`config.mk`:
```
export PLATFORM = sky130hd
export DESIGN_NAME = ifetch
export DESIGN_NICKNAME = d
export VERILOG_FILES = /design/src/rtl/ifetch.sv
export SDC_FILE = /design/constraint.sdc
export NUM_CORES = 1
export LEC_CHECK = 0
export ABC_AREA = 0
export CAP_MARGIN = 25
export CELL_PAD_IN_SITES_DETAIL_PLACEMENT = 1
export CELL_PAD_IN_SITES_GLOBAL_PLACEMENT = 1
export CORE_MARGIN = 2
export CORE_UTILIZATION = 50
export DETAILED_ROUTE_END_ITERATION = 7
export DONT_BUFFER_PORTS = 1
export PLACE_DENSITY = 0.84
export SLEW_MARGIN = 20
export SYNTH_ARGS = -nofsm -noshare
export SYNTH_HDL_FRONTEND = slang
export SYNTH_SLANG_ARGS = --single-unit
```
`constraint.sdc`:
```
create_clock -name clk -period 9.1 [get_ports clk]
set_input_delay 1.82 -clock clk [delete_from_list [all_inputs] [get_ports clk]]
set_output_delay 1.82 -clock clk [all_outputs]
set_load 0.02 [all_outputs]
```
`src/rtl/ifetch.sv`:
```
// Instruction fetch stage: drives the fetch PC to a 1-cycle-latency memory, pairs
// returned words with their PC and buffers them in a 2-entry FIFO toward decode.
module ifetch #(
    parameter logic [31:0] RESET_PC = 32'h0000_0000
) (
    input  logic        clk,
    input  logic        rst_n,
    output logic [31:0] imem_pc_o,
    input  logic [31:0] imem_instr_i,
    input  logic        redirect_i,
    input  logic [31:0] redirect_pc_i,
    output logic [31:0] instr_o,
    output logic [31:0] pc_o,
    output logic [31:0] pc4_o,
    output logic        valid_o,
    input  logic        ready_i
);

    logic [31:0] pc_q, pc_d;
    logic        inflight_q, inflight_d;
    logic [31:0] inflight_pc_q, inflight_pc_d;
    logic [1:0]  count_q, count_d;
    logic        rd_ptr_q, rd_ptr_d;
    logic        wr_ptr_q, wr_ptr_d;
    logic [31:0] fifo_instr_q [2];
    logic [31:0] fifo_pc_q    [2];

    logic        pop;
    logic        push;
    logic        issue;
    logic [2:0]  occupancy;

    assign valid_o   = (count_q != 2'd0);
    assign pop       = valid_o & ready_i;
    assign push      = inflight_q & ~redirect_i;
    // Entries the FIFO will hold once the outstanding response lands; a new
    // request is only issued if its own response is guaranteed a free slot.
    assign occupancy = {1'b0, count_q} - {2'b00, pop} + {2'b00, inflight_q};
    assign issue     = ~redirect_i & (occupancy <= 3'd1);

    assign imem_pc_o = pc_q;
    assign instr_o   = fifo_instr_q[rd_ptr_q];
    assign pc_o      = fifo_pc_q[rd_ptr_q];
    assign pc4_o     = pc_o + 32'd4;

    always_comb begin
        pc_d          = pc_q;
        inflight_d    = 1'b0;
        inflight_pc_d = inflight_pc_q;
        count_d       = count_q;
        rd_ptr_d      = rd_ptr_q;
        wr_ptr_d      = wr_ptr_q;
        if (redirect_i) begin
            pc_d     = redirect_pc_i & ~32'h3;
            count_d  = 2'd0;
            rd_ptr_d = 1'b0;
            wr_ptr_d = 1'b0;
        end else begin
            if (issue) begin
                inflight_d    = 1'b1;
                inflight_pc_d = pc_q;
                pc_d          = pc_q + 32'd4;
            end
            count_d = count_q + {1'b0, push} - {1'b0, pop};
            if (pop) begin
                rd_ptr_d = ~rd_ptr_q;
            end
            if (push) begin
                wr_ptr_d = ~wr_ptr_q;
            end
        end
    end

    always_ff @(posedge clk) begin
        if (!rst_n) begin
            pc_q          <= RESET_PC;
            inflight_q    <= 1'b0;
            inflight_pc_q <= '0;
            count_q       <= '0;
            rd_ptr_q      <= 1'b0;
            wr_ptr_q      <= 1'b0;
            for (int unsigned i = 0; i < 2; i++) begin
                fifo_instr_q[i] <= '0;
                fifo_pc_q[i]    <= '0;
            end
        end else begin
            pc_q          <= pc_d;
            inflight_q    <= inflight_d;
            inflight_pc_q <= inflight_pc_d;
            count_q       <= count_d;
            rd_ptr_q      <= rd_ptr_d;
            wr_ptr_q      <= wr_ptr_d;
            if (push) begin
                fifo_instr_q[wr_ptr_q] <= imem_instr_i;
                fifo_pc_q[wr_ptr_q]    <= inflight_pc_q;
            end
        end
    end

endmodule

```
After elaboration in Yosys (flattened, before gate mapping)
Memory sizes are Yosys's and may differ from the RTL's. A register that Yosys moved wholly into a read port is not among the register bits.
Index checks and enable logic that the tools add are counted.

operators by class
  multiplexer cells = 17
  bitwise logic cells = 7
  reduce and logical (&&, ||, !) cells = 6
  shift operators = 0
  multiply operators = 0
  divide/modulo/power cells = 0
  $lt $le $gt $ge = 1
  add/subtract/negate cells = 6
  eq/ne operators = 0

operator list
  operator                                                               count
  32-bit 2-to-1 mux                                                      4
  32-bit by 3-bit adder with 32-bit output, second input constant        2
  32-bit OR reduction                                                    2
  1-bit 2-to-1 mux                                                       13
  1-bit inverter                                                         4
  2-bit nonzero test                                                     2
  3-bit by 1-bit adder with 3-bit output                                 1
  1-bit AND                                                              3
  3-bit by 1-bit <= comparator with 1-bit output, second input constant  1
  2-bit by 1-bit subtractor with 3-bit output                            1
  2-bit by 1-bit adder with 2-bit output                                 1
  2-bit AND reduction                                                    1
  2-bit OR reduction                                                     1
  2-bit by 1-bit subtractor with 2-bit output                            1

storage, ports and cells
  word-level logic and storage cells = 46
  input port bits = 68
  register bits = 69
  output and inout port bits = 129
  bits in latches = 0
  memory bits (writable) = 128
  bits in read-only memories = 0
  memories = 2

memories
  name          depth  bits a word  read ports  clocked after memory_dff  write ports  RTL line  source
  fifo_instr_q  2      32           1           1                         2            25        logic [31:0] fifo_instr_q [2];
  fifo_pc_q     2      32           1           1                         2            26        logic [31:0] fifo_pc_q [2];

Longest topological paths before layout
  depth after elaboration = 8
  mapped depth = 13
  mapped depth without buffers = 10

Worst setup path before layout
Ideal clock, no wire load.

  path kind = input to register
  start = input port redirect_i
  end = memory fifo_instr_q[0][0], enable pin
  path buffers = 1
  data required time = 8.532 ns
  stages = 2
  library setup time = 0.568 ns
  data arrival time = 6.397 ns
  setup slack = 2.135 ns
  cell sequence = clkbuf_1 -> o21ai_0

RTL lines
  item             RTL line  source
  start, declared  10        input logic redirect_i,
  end, declared    25

==> impl_metrics.csv <==
group,metric,value,unit
outcome,status,"complete, no violations",
setup_path,cpLargestDelayFamily,"simple AND/OR/NAND/NOR gates",
routing,num_vias,5877,
timing,finalCritPeriodShare,0.5553,
timing,fin_skew,0.01098,ns
timing,setup-tns-final,0,ns
timing,layout_min_cycle_time,5.054,ns
timing,relSlewSlack,0.4047,
timing,setup_slack,4.046,ns
global_route,antenna_found_initial,0,
routing,drc,0,
synth,synthFlopType,"edfxtp_1",
timing,setup_viol,0,
synth,synthCells,822,
cells_and_area,nets,878,
floorplanning,die_h,139.6,um
cells_and_area,n_antenna_cell,0,
clocking,cts_hold_buf,0,
clocking,numCtsBuffers,17,
floorplanning,die_width,139.6,um
placement,detailedPlace.worstSlack,3.826,ns
setup_path,criticalPathCategory,"flip-flop to output pin",
global_route,overflow,0,
setup_path,slowest_delay,0.56,ns
cells_and_area,area_delta_synth_final,8.557,%
routing,drtPass1Iterations,4,
synth,syn-cell-area,9198,sq um
global_route,grt_pass1_wl,34350,um
timing,rsz0062_at_grt,"no",
pwr,irDropWorstVdd,0.1382,mV
timing,hold_viol,0,
synth,synth_cell_types,53,
global_route,grt_pass1_vias,6279,
synth,seq_area_frac_synth,0.5485,
clocking,cts_tree,"built",
synth,yosysWarnings,0,
setup_path,critPathBufInv,1,
routing,wl_per_cell,20.28,um
synth,avgSynthCellArea,11.19,sq um
routing,via_per_inst,5.613,
setup_path,cp.required,7.28,ns
routing,initialDrtViolationCount,307,
routing,final_antenna_net_count,0,
pwr,p_leak,0.003714,uW
clocking,clkLatencyLatePin,0.43,ns
setup_path,endpoint_kind,"output pin",
timing,worst_slew_pin_slew,0.8929,ns
setup_path,cp.arrival,3.23,ns
global_route,grt_max_degree,90,
timing,max_freq,0.1979,GHz
clocking,clk_pin_slew,0.07,ns
setup_path,crit_path_start_kind,"flip-flop",
pwr,cellPowerDensity,186.8,nW/um^2
clocking,cts_resized,0,
clocking,clk_path_buf_depth,2,
placement,gp_congestion,0.8649,
clocking,cts-htree-levels,4,
floorplanning,core,18020,sq um
synth,async_reset_ff_frac,0,
synth,ys_ff_latch,190,
timing,drv_slew,0,
flow_run,maxCapViolCount,0,
floorplanning,rows,49,
placement,portBuffers,0,
floorplanning,initial_core_util,0.5103,
floorplanning,io_pins,197,
clocking,clock-sinks,190,
global_route,grtUsageTotal,0.2214,
cells_and_area,drive_gt1_frac,0.1308,
setup_path,crit_chain,"mux2i_1, inv_1, ha_1, nand4b_1, nand2_1, nand4b_4, nor3_1, xnor2_1",
cells_and_area,instances_no_fill,1047,
synth,synth_edf_count,124,
hold_path,hp-class,"flip-flop to flip-flop",
routing,finalWirelength,21240,um
clocking,postCtsSetupBuffers,0,
setup_path,critPathMaxFanout,23,
placement,place_inst,1013,
placement,dp_hpwl,14820,um
floorplanning,die-area,19500,sq um
clocking,ctsRootBufferMaster,"clkbuf_16",
setup_path,cp_slowest_cell,"dfxtp_4",
cells_and_area,final_util,0.5539,
==> cells in the mapped netlist (6+ instances only) <==
cell type    n  area [sq um]
mux2i_1      8         80.08
nor4_1       6         37.54
buf_2       10         50.05
dfxtp_1     66          1321
nand4_1     18         112.6
a21boi_0    14         105.1
xor2_1      37         324.1
buf_4        7         52.55
a21oi_1     28         140.1
nand2b_1     6         37.54
clkbuf_1    30         112.6
nand3_1     21         105.1
nand2_1    100         375.4
a21boi_1    16         120.1
and2_1     130         813.3
nor3_1      11         55.05
mux2_2      50         563.0
edfxtp_1   124          3724
inv_1       13         48.80
and3_1       7         43.79
o21ai_0     34         170.2
xnor2_1     22         192.7
nor2_1      16         60.06
==> area by class of cell <==
cell class,count,area [sq um]
Sequential cell,190,5049
Clock buffer,17,425.4
Tap cell,229,286.5
Clock inverter,15,143.9
Fill cell,1881,8040
Multi-Input combinational cell,573,3905
Timing Repair Buffer,9,122.6
Inverter,14,52.55
==> worst reg2reg max path, cell delays in order (launching register included) <==
cell and delay, ns:
dfxtp_1 0.34, inv_1 0.07, nand3_1 0.13, o21ai_0 0.10, ha_1 0.20, fa_1 0.41, xnor2_2 0.52, nor2_1 0.20
nand2_1 0.33, buf_8 0.23, nand2_1 0.07, a21boi_0 0.19
==> registers in the layout, indices dropped and copies added, names as in the netlist, named ones only <==
register,count
fifo_pc_q,60
inflight_q,1
wr_ptr_q,1
inflight_pc_q,30
fifo_instr_q,64
imem_pc_o,30
count_q,2
rd_ptr_q,1
==> where the power goes <==
group / internal [uW] / leakage [uW] / switching, uW
sequential: 958 / 0.00183 / 45.2
clock: 403 / 0.000275 / 322
combinational: 41.5 / 0.00161 / 96.0
total: 1400 / 0.00371 / 463
==> layout by cell type (no fill, tap or decap), drive strengths merged, types with 3 or more instances in the layout <==
cell type	synthesis	routed
a21boi	30	30
a21o	3	3
a21oi	28	28
and2	130	130
and3	7	7
buf	20	9
clkbuf	30	17
clkinv	1	11
conb	1	6
dfxtp	66	66
edfxtp	124	124
ha	4	4
inv	13	15
mux2	50	50
mux2i	9	9
nand2	101	101
nand2b	6	6
nand3	21	21
nand4	20	20
nand4b	6	6
nor2	16	16
nor2b	4	4
nor3	11	11
nor4	10	10
o21ai	35	35
xnor2	23	23
xor2	37	37
==> cells by family (layout without fill, tap and decap cells) <==
| group | after synthesis | count (layout) | synth area share |
|---|---|---|---|
| AO/OA/AOI/OAI | 107 | 107 | 0.07468 |
| XOR/XNOR | 60 | 60 | 0.05795 |
| other | 1 | 6 | 0.0004077 |
| AND/OR/NAND/NOR | 336 | 336 | 0.2075 |
| adder cells (fa/ha/maj) | 5 | 5 | 0.007618 |
| buffers and inverters | 64 | 55 | 0.03197 |
| flip-flops | 190 | 190 | 0.5485 |
| multiplexers | 59 | 59 | 0.07142 |
==> metal layers <==
metal / vias up / routed length, um / global-route usage
met2: 178 / 10310 / 0.3738
met4: 0 / 348 / 0.06947
met3: 22 / 1317 / 0.05506
li1: 2817 / - / -
met1: 2860 / 9260 / 0.2819
met5: - / 0 / 0
==> per-stage QoR <==
step | area [sq um] | hold WS (ns) | total power [uW]
detailed placement | 9373 | 0.4579 | 1160
finish | 9985 | 0.4637 | 1865
global placement | 9330 | 0.4529 | 1150
floorplan | 9216 | 0.4389 | 1130
CTS | 9942 | 0.4663 | 1879
global route | 9985 | 0.4840 | 1930
==> final timing paths <==
kind / slack [ns] / depth (start not counted) / startpoint / to
setup / recovery: 4.05 / 8 / flip-flop / pc4_o[18]
setup reg to reg: 6.21 / 11 / count_q[0]$_SDFF_PP0_ / inflight_pc_q[14]$_SDFFE_PN0P_
hold / removal: 0.46 / 2 / inflight_pc_q[13]$_SDFFE_PN0P_ / inflight_pc_q[13]$_SDFFE_PN0P_
hold reg to reg: 0.46 / 2 / inflight_pc_q[13]$_SDFFE_PN0P_ / inflight_pc_q[13]$_SDFFE_PN0P_
Note: power is estimated with default switching activity, not from simulation.
